<file path="src/rtl/cpu_defs_pkg.sv">
// Shared CP0 definitions: register numbers, address layout, Cause.IP bit positions.
package cpu_defs;

  localparam logic [4:0] CR_COUNT   = 5'd9;
  localparam logic [4:0] CR_COMPARE = 5'd11;
  localparam logic [4:0] CR_CAUSE   = 5'd13;

  typedef struct packed {
    logic [4:0] rnum;
    logic [2:0] sel;
  } cp0_addr_t;

  localparam int IP_TIMER = 7;
  localparam int IP_SW0   = 0;
  localparam int IP_HW0   = 2;

  // Index of the highest set bit, 0 when the vector is empty.
  function automatic logic [2:0] msb_idx8(input logic [7:0] v);
    logic [2:0] r;
    r = '0;
    for (int i = 0; i < 8; i++)
      if (v[i]) r = 3'(i);
    return r;
  endfunction

endpackage

</file>
<file path="src/rtl/cp0_sync_bit.sv">
// Single-bit synchroniser, STAGES flops deep; STAGES=0 is a plain wire.
module cp0_sync_bit #(
  parameter int STAGES = 2
) (
  input  logic clk,
  input  logic reset,
  input  logic d,
  output logic q
);

  if (STAGES == 0) begin : g_wire
    assign q = d;
  end else begin : g_flops
    logic [STAGES-1:0] sr;
    // Shift the async input through the flop chain.
    always_ff @(posedge clk) begin
      if (reset) sr <= '0;
      else begin
        sr[0] <= d;
        for (int j = 1; j < STAGES; j++) sr[j] <= sr[j-1];
      end
    end
    assign q = sr[STAGES-1];
  end

endmodule

</file>
<file path="src/rtl/cp0_timer_intc.sv">
// CP0 Count/Compare timer channels plus Cause.IP collection and interrupt priority.
module cp0_timer_intc
  import cpu_defs::*;
#(
  parameter int N_CMP       = 1,
  parameter int COUNT_DIV   = 2,
  parameter int SYNC_STAGES = 2,
  parameter int N_EXT       = 6
) (
  input  logic              clk,
  input  logic              reset,
  input  logic              c0_we,
  input  logic [7:0]        c0_addr,
  input  logic [31:0]       c0_wdata,
  output logic [31:0]       c0_rdata,
  input  logic              count_stop,
  input  logic [N_EXT-1:0]  ext_int_in,
  input  logic              status_ie,
  input  logic              status_exl,
  input  logic [7:0]        status_im,
  output logic [7:0]        cause_ip,
  output logic [N_CMP-1:0]  ti,
  output logic              int_req,
  output logic [2:0]        int_line,
  output logic [31:0]       count
);

  localparam int PW = (COUNT_DIV > 1) ? $clog2(COUNT_DIV) : 1;

  cp0_addr_t a;
  assign a = cp0_addr_t'(c0_addr);

  logic wr_count, wr_cause;
  assign wr_count = c0_we && (a.rnum == CR_COUNT) && (a.sel == 3'd0);
  assign wr_cause = c0_we && (a.rnum == CR_CAUSE) && (a.sel == 3'd0);

  logic [PW-1:0] pre;
  logic          tick;
  logic [31:0]   count_q;
  assign tick  = (pre == PW'(COUNT_DIV - 1));
  assign count = count_q;

  // Prescaler and Count; a Count write beats both tick and count_stop.
  always_ff @(posedge clk) begin
    if (reset) begin
      pre     <= '0;
      count_q <= '0;
    end else if (wr_count) begin
      pre     <= '0;
      count_q <= c0_wdata;
    end else if (!count_stop) begin
      pre <= tick ? '0 : pre + PW'(1);
      if (tick) count_q <= count_q + 32'd1;
    end
  end

  logic [N_CMP-1:0][31:0] cmp;

  for (genvar i = 0; i < N_CMP; i++) begin : g_cmp
    logic        wr;
    logic [31:0] cmp_r;
    logic        ti_r;
    assign wr = c0_we && (a.rnum == CR_COMPARE) && (a.sel == 3'(i));
    // Compare register and sticky flag; the write-clear wins over a match.
    always_ff @(posedge clk) begin
      if (reset) begin
        cmp_r <= '1;
        ti_r  <= 1'b0;
      end else if (wr) begin
        cmp_r <= c0_wdata;
        ti_r  <= 1'b0;
      end else if (count_q == cmp_r) begin
        ti_r  <= 1'b1;
      end
    end
    assign cmp[i] = cmp_r;
    assign ti[i]  = ti_r;
  end

  logic [N_EXT-1:0] ext_s;
  logic [5:0]       ext6;

  for (genvar k = 0; k < N_EXT; k++) begin : g_sync
    cp0_sync_bit #(.STAGES(SYNC_STAGES)) u_sync (
      .clk   (clk),
      .reset (reset),
      .d     (ext_int_in[k]),
      .q     (ext_s[k])
    );
  end

  // Widen the synchronised lines to the full six hardware slots.
  always_comb begin
    ext6 = '0;
    ext6[N_EXT-1:0] = ext_s;
  end

  logic [7:0] ip_q;
  assign cause_ip = ip_q;

  // Hardware IP bits resample every cycle; software bits move only on a Cause write.
  always_ff @(posedge clk) begin
    if (reset) ip_q <= '0;
    else begin
      ip_q[IP_TIMER]    <= ext6[5] | (|ti);
      ip_q[IP_HW0 +: 5] <= ext6[4:0];
      if (wr_cause) ip_q[IP_SW0 +: 2] <= c0_wdata[9:8];
    end
  end

  logic [7:0] masked;
  assign masked   = ip_q & status_im;
  assign int_req  = status_ie & ~status_exl & (|masked);
  assign int_line = msb_idx8(masked);

  // Read mux for the registers this block owns; everything else reads 0.
  always_comb begin
    c0_rdata = '0;
    case (a.rnum)
      CR_COUNT: if (a.sel == 3'd0) c0_rdata = count_q;
      CR_COMPARE:
        for (int i = 0; i < N_CMP; i++)
          if (a.sel == 3'(i)) c0_rdata = cmp[i];
      CR_CAUSE: if (a.sel == 3'd0) c0_rdata = {1'b0, |ti, 14'b0, ip_q, 8'b0};
      default: ;
    endcase
  end

endmodule

</file>
<file path="config.mk">
export PLATFORM = sky130hd
export DESIGN_NAME = cp0_timer_intc
export DESIGN_NICKNAME = d
export VERILOG_FILES = /design/src/rtl/cpu_defs_pkg.sv /design/src/rtl/cp0_sync_bit.sv /design/src/rtl/cp0_timer_intc.sv
export SDC_FILE = /design/constraint.sdc
export NUM_CORES = 1
export LEC_CHECK = 0
export ABC_AREA = 0
export BUFFER_PORTS_ARGS = -buffer_cell sky130_fd_sc_hd__buf_2
export CORE_ASPECT_RATIO = 0.9
export CORE_MARGIN = 8
export CORE_UTILIZATION = 48
export CTS_BUF_LIST = sky130_fd_sc_hd__clkbuf_4
export DETAILED_ROUTE_END_ITERATION = 8
export GPL_ROUTABILITY_DRIVEN = 0
export GPL_TIMING_DRIVEN = 0
export PLACE_DENSITY = 0.87
export SYNTH_ARGS = -nofsm -noshare
export SYNTH_HDL_FRONTEND = slang
export SYNTH_SLANG_ARGS = --single-unit
export TNS_END_PERCENT = 5
</file>
<file path="constraint.sdc">
create_clock -name clk -period 1.73 [get_ports clk]
set_input_delay 0.173 -clock clk [delete_from_list [all_inputs] [get_ports clk]]
set_output_delay 0.173 -clock clk [all_outputs]
set_load 0.01 [all_outputs]
</file>
==> metrics.csv <==
stage,metric,value,unit
floorplan,# rows,33,
synth,top cell type's share of synthesized area,0.3765,
timing,Final Max Tran Viols,0,
finish,most frequent cells in the layout,"buf_2 (140), nand2_1 (79), nor2_1 (79)",
setup_path,Startpoint Class,flop,
cts,worst-skew pair later-pin latency,0.47,ns
routing,Initial DRC Count,801,
outcome,status,"complete, but fails checks",
global_route,global routing's busiest layer,met2,
global_route,met3 usage in global routing,0.08438,
cts,# H-tree levels,3,
timing,Worst Max-Slew Pin Slew,0.7133,ns
routing,Routed Antenna Nets,0,
timing,Final Skew,0.01612,ns
timing,minimum clock period,1.917,ns
routing,drt wl/cell,20.26,um
routing,DRC violations left,0,
floorplan,I/O pins,137,
timing,FMAX,0.5217,GHz
cts,clk sink count,86,
power_and_ir_drop,Lkg Pwr,2.839,nW
timing,Final Hold Vio Count,0,
floorplan,die span in y,108.6,um
global_route,vias in the first global route,5126,
outcome,failing checks,negative setup slack,
finish,"most common cell after layout, fill and taps aside",buf_2,
timing,setup ws final,-0.1869,ns
synth,Syn Nets,633,
placed_design,Post-DP HPWL,12160,um
routing,Vias,5431,
power_and_ir_drop,Power Density,551.2,nW/um^2
setup_path,Worst EP arrival,2.27,ns
floorplan,Core ar.,9208,sq um
floorplan,Initial Util,0.4967,
synth,sequential share of the synthesized area,0.3765,
setup_path,Worst Setup Path Type,reg2reg,
floorplan,die width,118.9,um
placed_design,Post-Place Worst Slack,-0.6226,ns
global_route,met2 usage,0.4006,
timing,final setup fails,24,
synth,Syn Inst Count,572,
routing,final WL,18260,um
global_route,antenna violations before repair,0,
finish,share of layout cells above drive strength 1,0.3235,
global_route,Global Route met1 Usage,0.3207,
finish,Nets,835,
global_route,first-pass GRT wire length,26740,um
floorplan,die area,12910,sq um
setup_path,crit-path max FO,5,
timing,RSZ-0062 raised after global routing,yes,
timing,total negative slack,-1.660,ns
job,max-cap viol count,0,
finish,Fillers,664,
synth,netlist area before placement,4573,sq um
cts,clk buf depth,2,
cts,CTS tree,built,
finish,"Area growth, synth to finish",41.26,%
routing,Vias/cell,6.028,
placed_design,# port buffers,136,
cts,CTS root buffer,clkbuf_4,
synth,Yosys cell types,41,
global_route,grt total ovfl,0,
setup_path,CP Data Required Time,2.08,ns
synth,#FFs+latches synth,86,
timing,Worst slew margin,0.5245,
setup_path,crit end category,flop,
global_route,GRT Total Usage,0.2583,
global_route,largest net degree at the start of global routing,15,
power_and_ir_drop,VDD IR max,0.0003727,V
cts,CTS Buf Count,9,
cts,clock transition at the registers of the reported paths,0.14,ns
synth,"area leader, netlist",dfxtp_1,
finish,antenna cells,0,
synth,Synth area leaders,"dfxtp_1 (38%), xnor2_1 (8.8%), nand2_1 (6.7%)",
routing,Pre-antenna DRT Iters,7,
synth,Synthesis Warnings,0,
worst_hold_path,Min-Delay Path Class,in2reg,
timing,"Period Utilization, post-route",1.108,
synth,synthesized area per cell,7.995,sq um
worst max-delay path: stages (launching register included):
cell,delay [ns]
dfxtp_2,0.37
buf_8,0.10
nand4b_1,0.17
nor4_4,0.45
buf_6,0.19
nand4_1,0.13
xor2_1,0.29
a211oi_2,0.11
Yosys cell counts:
cell type / n
clkbuf_2: 1
xor2_1: 16
nand4_1: 20
nor4bb_1: 1
inv_1: 5
nand2_1: 82
or4_1: 1
and2_1: 3
o21ai_0: 3
nor2b_1: 21
nor2_1: 80
xnor2_1: 46
nor3_1: 13
mux2i_1: 12
clkbuf_1: 33
nor3b_2: 1
ha_1: 1
and3_1: 4
nand4b_1: 1
and4b_1: 1
a211oi_1: 30
nand3_1: 11
buf_1: 5
buf_2: 5
o211a_1: 1
nor4_1: 6
a21oi_1: 13
o22ai_1: 1
o211ai_1: 1
a311o_1: 1
a22o_1: 1
a211oi_2: 1
nor4b_1: 1
dfxtp_1: 86
a22oi_1: 25
nand4_2: 1
and4_1: 1
nor4b_2: 1
a32oi_1: 1
nand3b_1: 34
nor4_2: 1
stage by stage:
stage	cells	utilization	power [mW]	area, sq um	hold slack (ns)
floorplan	572	-	2.194	4644	0.2940
global placement	830	0.5949	2.331	5478	0.3877
detailed placement	830	0.5949	2.338	5478	0.3892
CTS	890	0.6725	3.524	6192	0.02134
global route	901	0.7016	3.663	6460	0.05212
finish	901	0.7016	3.561	6460	0.01286
final timing paths:
kind                                       start          end  slack, ns  depth (start not counted)
hold / removal                        count_stop          pre       0.01                          3
hold reg to reg   g_sync[1].u_sync.g_flops.sr[1]  cause_ip[3]       0.45                          1
setup / recovery                        count[0]    count[29]      -0.19                          7
setup reg to reg                        count[0]    count[29]      -0.19                          7
cell families after synthesis:
group                    synth area share
AO/OA/AOI/OAI                      0.1218
AND/OR/NAND/NOR                    0.3122
buffers and inverters             0.04186
flip-flops                         0.3765
XOR/XNOR                           0.1187
multiplexers                      0.02627
adder cells (fa/ha/maj)          0.002736
routing by layer:
metal,routed length [um],up-vias
li1,-,2378
met4,671,0
met2,8350,470
met5,0,-
met1,6847,2495
met3,2386,88
layout make-up:
cell class | count | area (sq um) | share of cell area
repair buffers | 194 | 1219 | 0.1887
plain buffers | 41 | 269.0 | 0.04164
flip-flops and latches | 86 | 1757 | 0.2719
clock buffers | 9 | 67.56 | 0.01046
inverters | 5 | 18.77 | 0.002905
multi-input cells | 437 | 2912 | 0.4507
clock inverters | 7 | 65.06 | 0.01007
well taps | 122 | 152.6 | 0.02363
what timing repair did:
action	in CTS	in global routing
setup buffers	8	11
setup endpoints to repair	95	94
resized for setup	47	54
hold endpoints to repair	49	0
hold buffers	38	0
pin swaps	19	13
gates cloned	1	0
sequential cells by signal, summed over array words and instances (netlist names):
register,cells
count,32
g_sync.u_sync.g_flops.sr,12
cause_ip,8
pre,1
cmp,32
ti,1
where the power goes:
group          leakage (nW)  switching, mW  total (mW)  internal (mW)
clock network        0.0747          0.731        1.16          0.431
registers             0.710         0.0200        2.02           2.00
logic                  2.05          0.181       0.376          0.195
total                  2.84          0.932        3.56           2.63
No activity file was read; power rests on OpenSTA's default activity.
